===== src/rtl/voice_phase_mixer.sv =====
// Purpose: services one voice per event strobe (phase advance + sawtooth) and mixes them into one saturated sample per frame.
// Latency: the event for the last voice at cycle T gives sample_valid at T+3; events on consecutive cycles are fully pipelined.
// Backpressure: none; every strobe is consumed, and a sample is emitted only when the last voice is serviced.
module voice_phase_mixer #(
    parameter int NUM_VOICES = 36,
    parameter int EVT_W      = 37,
    parameter int PHASE_W    = 24,
    parameter int SAMPLE_W   = 16,
    parameter int ACC_W      = 22,
    parameter int MIX_SHIFT  = 5
) (
    input  logic                clk,
    input  logic                rst,
    input  logic [EVT_W-1:0]    events,
    input  logic                cfg_we,
    input  logic [5:0]          cfg_voice,
    input  logic [PHASE_W-1:0]  cfg_inc,
    input  logic                cfg_on,
    output logic [SAMPLE_W-1:0] sample_out,
    output logic                sample_valid,
    output logic                collision_err
);

    localparam int IDX_W = 6;
    localparam logic [IDX_W-1:0] LAST_IDX = IDX_W'(NUM_VOICES - 1);
    localparam logic [SAMPLE_W-1:0] MSB_MASK = {1'b1, {(SAMPLE_W-1){1'b0}}};
    localparam logic signed [ACC_W-1:0] SAT_MAX = {{(ACC_W-SAMPLE_W+1){1'b0}}, {(SAMPLE_W-1){1'b1}}};
    localparam logic signed [ACC_W-1:0] SAT_MIN = {{(ACC_W-SAMPLE_W+1){1'b1}}, {(SAMPLE_W-1){1'b0}}};

    // Per-voice state
    logic [PHASE_W-1:0]    phase [NUM_VOICES];
    logic [PHASE_W-1:0]    inc   [NUM_VOICES];
    logic [NUM_VOICES-1:0] on_vec;

    // Stage 1 -> 2 registers
    logic               s1_vld;
    logic [IDX_W-1:0]   s1_idx;
    logic [PHASE_W-1:0] s1_phase;
    logic [PHASE_W-1:0] s1_inc;
    logic               s1_on;

    // Stage 2 -> 3 registers
    logic                s2_vld;
    logic                s2_last;
    logic [SAMPLE_W-1:0] s2_contrib;

    logic signed [ACC_W-1:0] acc;

    // Only the low NUM_VOICES event bits select voices; the rest are ignored.
    logic [NUM_VOICES-1:0] ev;
    logic                  unused_ev_hi;
    assign ev           = events[NUM_VOICES-1:0];
    assign unused_ev_hi = ^events[EVT_W-1:NUM_VOICES];

    logic               enc_hit;
    logic [IDX_W-1:0]   enc_idx;
    logic               multi_hot;
    logic [PHASE_W-1:0] rd_phase;
    logic [PHASE_W-1:0] wb_phase;
    logic [SAMPLE_W-1:0] contrib;
    logic               cfg_ok;

    // Lowest set event bit wins.
    always_comb begin
        enc_hit = 1'b0;
        enc_idx = '0;
        for (int i = NUM_VOICES - 1; i >= 0; i--) begin
            if (ev[i]) begin
                enc_hit = 1'b1;
                enc_idx = IDX_W'(i);
            end
        end
    end

    assign multi_hot = |(ev & (ev - NUM_VOICES'(1)));
    assign cfg_ok    = cfg_we && (cfg_voice < IDX_W'(NUM_VOICES));

    // Stage 2 arithmetic: contribution uses the pre-increment phase, re-biased to signed.
    assign wb_phase = s1_on ? (s1_phase + s1_inc) : '0;
    assign contrib  = s1_on ? (s1_phase[PHASE_W-1 -: SAMPLE_W] ^ MSB_MASK) : '0;

    // A back-to-back service of the same voice must see the phase stage 2 is about to write.
    assign rd_phase = (s1_vld && (s1_idx == enc_idx)) ? wb_phase : phase[enc_idx];

    // Stage 1: capture the selected voice state and track multi-hot strobes.
    always_ff @(posedge clk or posedge rst) begin
        if (rst) begin
            s1_vld        <= 1'b0;
            s1_idx        <= '0;
            s1_phase      <= '0;
            s1_inc        <= '0;
            s1_on         <= 1'b0;
            collision_err <= 1'b0;
        end else begin
            s1_vld <= enc_hit;
            if (enc_hit) begin
                s1_idx   <= enc_idx;
                s1_phase <= rd_phase;
                s1_inc   <= inc[enc_idx];
                s1_on    <= on_vec[enc_idx];
            end
            if (multi_hot) begin
                collision_err <= 1'b1;
            end
        end
    end

    // Voice state: stage-2 writeback first, so a same-voice config write overrides it.
    always_ff @(posedge clk or posedge rst) begin
        if (rst) begin
            for (int v = 0; v < NUM_VOICES; v++) begin
                phase[v] <= '0;
                inc[v]   <= '0;
            end
            on_vec <= '0;
        end else begin
            if (s1_vld) begin
                phase[s1_idx] <= wb_phase;
            end
            if (cfg_ok) begin
                inc[cfg_voice]    <= cfg_inc;
                on_vec[cfg_voice] <= cfg_on;
                if (!cfg_on) begin
                    phase[cfg_voice] <= '0;
                end
            end
        end
    end

    // Stage 2 register: hand the contribution and frame-end marker to the mixer.
    always_ff @(posedge clk or posedge rst) begin
        if (rst) begin
            s2_vld     <= 1'b0;
            s2_last    <= 1'b0;
            s2_contrib <= '0;
        end else begin
            s2_vld     <= s1_vld;
            s2_last    <= (s1_idx == LAST_IDX);
            s2_contrib <= contrib;
        end
    end

    logic signed [ACC_W-1:0] sum;
    logic signed [ACC_W-1:0] shifted;
    logic [SAMPLE_W-1:0]     sat_val;

    // Mix sum, scale-down and clamp to the signed sample range.
    always_comb begin
        sum     = acc + {{(ACC_W-SAMPLE_W){s2_contrib[SAMPLE_W-1]}}, s2_contrib};
        shifted = sum >>> MIX_SHIFT;
        sat_val = shifted[SAMPLE_W-1:0];
        if (shifted > SAT_MAX) begin
            sat_val = SAT_MAX[SAMPLE_W-1:0];
        end else if (shifted < SAT_MIN) begin
            sat_val = SAT_MIN[SAMPLE_W-1:0];
        end
    end

    // Stage 3: accumulate, and on the last voice emit the sample and restart the sum.
    always_ff @(posedge clk or posedge rst) begin
        if (rst) begin
            acc          <= '0;
            sample_out   <= '0;
            sample_valid <= 1'b0;
        end else begin
            sample_valid <= 1'b0;
            if (s2_vld) begin
                if (s2_last) begin
                    sample_out   <= sat_val;
                    sample_valid <= 1'b1;
                    acc          <= '0;
                end else begin
                    acc <= sum;
                end
            end
        end
    end

endmodule


===== config.mk =====
export PLATFORM = sky130hd
export DESIGN_NAME = voice_phase_mixer
export DESIGN_NICKNAME = d
export VERILOG_FILES = /design/src/rtl/voice_phase_mixer.sv
export SDC_FILE = /design/constraint.sdc
export NUM_CORES = 2
export LEC_CHECK = 0
export BUFFER_PORTS_ARGS = -buffer_cell sky130_fd_sc_hd__buf_2
export CAP_MARGIN = 5
export CORE_MARGIN = 1
export CORE_UTILIZATION = 58
export DETAILED_ROUTE_END_ITERATION = 8
export PLACE_DENSITY = 0.75
export SYNTH_ARGS = -nofsm -noshare
export SYNTH_HDL_FRONTEND = slang
export SYNTH_SLANG_ARGS = --single-unit

===== constraint.sdc =====
create_clock -name clk -period 50.9 [get_ports clk]
set_clock_uncertainty 0.05 [all_clocks]
set_input_delay 2.545 -clock clk [delete_from_list [all_inputs] [get_ports clk]]
set_output_delay 2.545 -clock clk [all_outputs]
set_load 0.005 [all_outputs]

==> results.md <==
* Share of Yosys cell area claimed by the top area cell type at 0.5134
* Cells taking the most area after synthesis: dfrtp_1 51%, nand2_1 14%, mux2_2 11%
* Leakage at around 46 nW
* RSZ-0062 raised after global routing: false
* FF-to-FF setup slack at 46660 ps
* Reg-to-reg startpoint: s1_inc[1]$_DFFE_PP0P_
* Worst r2r path cells at 13
* CP bufs+invs at 4
* Placeable Area at 0.1564 sq mm
* Minimum clock period at about 8400 ps
* Routed wire length at ~300 mm
* Cell taking the most area after synthesis: dfrtp_1
* Share of post-route cells with drive strength above 1 at 0.1641
* Tcrit/Tclk final at 0.1644
* Cell Area, Synth at 0.09154 sq mm
* Setup TNS at 0 ps
* Most Frequent Cell on Critical Path: buf_4
* Remaining antenna violation count after routing at 0
* DR vias at 78.67k
* Hold EP: sample_out[15]$_DFFE_PP0P_
* Dpl hpwl at 172.6 mm
* H-tree levels at 4
* Final setup margin at around 43000 ps
* CTS sink count at 1878
* Normalized max-slew margin at 0.1112
* Dominant synthesized flop cell: dfrtp_1
* Largest net degree at the start of global routing at about 180
* EDFF count, synth at 0
* Status: completed
* Initial DRC Count at ~11k
* Total GRT Usage at 0.3751
* HP Class: reg2reg
* Most common cell after layout, fill and taps aside: nand2_1
* Slowest CP cell: nor4_1
* Bufs on Longest Clock Path at 3
* Crit Path Category: in2reg
* Die area at about 0.16 sq mm
* Port bufs at 87
* Worst EP arrival at about 9000 ps
* Root buffer cell: clkbuf_16
* CP delay by family, top: compound AO/OA/AOI/OAI gates
* Design area at approximately 0.1 sq mm
* Cts-stage hold buffer count at 0
* Distinct cells, synth at 80
* First-pass GRT wire length at 457.4 mm
* DRC at 0
* Worst Hold Launch: sample_out[15]$_DFFE_PP0P_
* Die width at roughly 400 um
* Starting density of the core at 0.5853
* F_max at 119.5 MHz
* Syn_nets at around 10k
* Power per cell area at around 40 mW/mm^2
* GPL Wtd Cong at 0.9663
* Synthesized area per cell at approximately 9 sq um
* Clock-pin slew on the worst setup and hold paths at approximately 60 ps
* Final setup viols at 0
* Max VDD drop at 0.00004324 V
* Post-CTS Setup Inserts at 0
* Worst Hold Depth at 2
* CP cell instances: buf_2 -> nor2_1 -> o311ai_1 -> a311oi_1 -> o21a_4 -> buf_4 -> buf_4 -> buf_4 -> nand2_1 -> and3_1 -> a311oi_1 -> nor3_1 -> nor4_1 -> o22ai_1 -> o21ai_1
* Sequential area share after synthesis at 0.5134
* Die Y-Extent at around 400 um
* Crit Reg-Reg Endpoint: phase[333]$_DFF_PP0_
* CTS-repair resized insts at 0
* MaxCap Viol Count at 0
* Nets at 9991
* I/O pin cnt at 89
* Vias per std cell at 6.510
* GRT Residual Overflow at 0
* Initial antenna violation count at 14
* Drt first pass iters at 6
* CTS tree: built
* Cells after synthesis at 10.25k
* Place WS at between 40000 and 50000 ps
* Setup crit start kind: input pin
* Fin. max-slew vios at 0
* YS warnings at 0
* CP Capture Type: flop
* CP Max Fanout at between 60 and 70
* CTS Buf Count at 192
* Vias in the first global route at about 76k
* Most frequent cells in the layout: 3333 x nand2_1, 1877 x dfrtp_1, 1071 x a21oi_1, 902 x mux2_2, 625 x nand3_1
* CP max stage delay at roughly 920 ps
* Clock latency on the worst-skew pair at roughly 840 ps
* Async S/R FF share, synth at 1.000
* Syn-to-layout area delta at 9.229%
* #FFs+latches synth at approximately 1.9k
* Crit path required time at around 52000 ps
* Placed inst area at roughly 0.093 sq mm
* Worst slew pin tran at 1333 ps
* # rows at between 100 and 150
* Final Hold Violating Endpoints at 0
* WL/cell at 24.97 um
==> worst register-to-register path: cells and delay by family, from the launching register on <==
kind	cells	cell delay [ps]
AOI/OAI and AO/OA	6	1590
buffers and inverters	1	440
DFF	1	490
adders and majority gates	1	340
and+or+nand+nor	4	930
muxes	1	290
==> synthesized netlist by cell type, drive strengths merged, types with 17 or more instances <==
library cell	number
nand3	625
a211oi	31
o41ai	25
xnor2	22
clkbuf	586
nor2	403
and3	197
buf	283
nor4	19
and2	23
mux2	902
nand4	25
nor3	53
dfrtp	1878
o311ai	25
a21oi	1077
o21ai	78
a311oi	139
inv	43
a31oi	150
xor2	18
o22ai	53
ha	44
nand2	3353
o21a	17
==> worst max-delay path by stage <==
stage               startpoint                 endpoint  slack [ps]  cells past startpoint
floorplan                  rst       acc[0]$_DFFE_PP0P_       22250                      1
global placement    events[27]  s1_phase[7]$_DFFE_PP0P_       42060                     15
detailed placement  events[26]  s1_phase[7]$_DFFE_PP0P_       42080                     15
CTS                 events[26]  s1_phase[7]$_DFFE_PP0P_       42900                     15
global route        events[27]  s1_phase[7]$_DFFE_PP0P_       42440                     15
finish              events[31]  s1_phase[7]$_DFFE_PP0P_       42530                     15
==> through the flow <==
step / hold WS, ps / util / total power [mW] / std cells
2_1_floorplan: 386.9 / - / 2.407 / 10250
3_3_place_gp: 411.0 / 0.5973 / 2.596 / 11740
3_5_place_dp: 425.3 / 0.5973 / 2.638 / 11740
4_1_cts: 438.2 / 0.6390 / 4.078 / 12080
5_1_grt: 459.2 / 0.6393 / 4.251 / 12080
6_report: 430.3 / 0.6393 / 4.096 / 12080
==> report_power, final <==
part / leakage, nW / internal [mW] / total (mW) / switching, mW
combinational: 20.3 / 0.287 / 0.791 / 0.504
clock: 3.20 / 0.834 / 1.46 / 0.621
sequential: 22.4 / 1.72 / 1.85 / 0.130
==> cells by family after synthesis <==
logic type               share of synthesized area
AO/OA/AOI/OAI                               0.1092
XOR/XNOR                                  0.003991
adder cells (fa/ha/maj)                   0.006561
buffers and inverters                      0.04010
flip-flops                                  0.5134
multiplexers                                0.1127
AND/OR/NAND/NOR                             0.2140
==> flip-flops by register name (all words and copies together), names as in the netlist, 6 cells and up <==
signal      cells
inc           864
phase         864
on_vec         36
s1_inc         24
s1_phase       24
acc            22
s2_contrib     16
sample_out     16
s1_idx          6
==> layout make-up <==
class,instances,area [sq um]
Sequential cell,1878,47000
Clock inverter,64,914.6
Fill cell,12430,56400
Timing Repair Buffer,302,2222
Clock buffer,278,5609
Inverter,43,165.2
Antenna cell,4,10.01
Tap cell,2058,2575
Multi-Input combinational cell,7457,41490
==> per-layer routing <==
metal,routed length [um],track usage
met2,132500,0.5593
met1,114600,0.5025
met4,17370,0.1947
met5,125,0
met3,37230,0.1019
No activity file was read; power rests on OpenSTA's default activity.
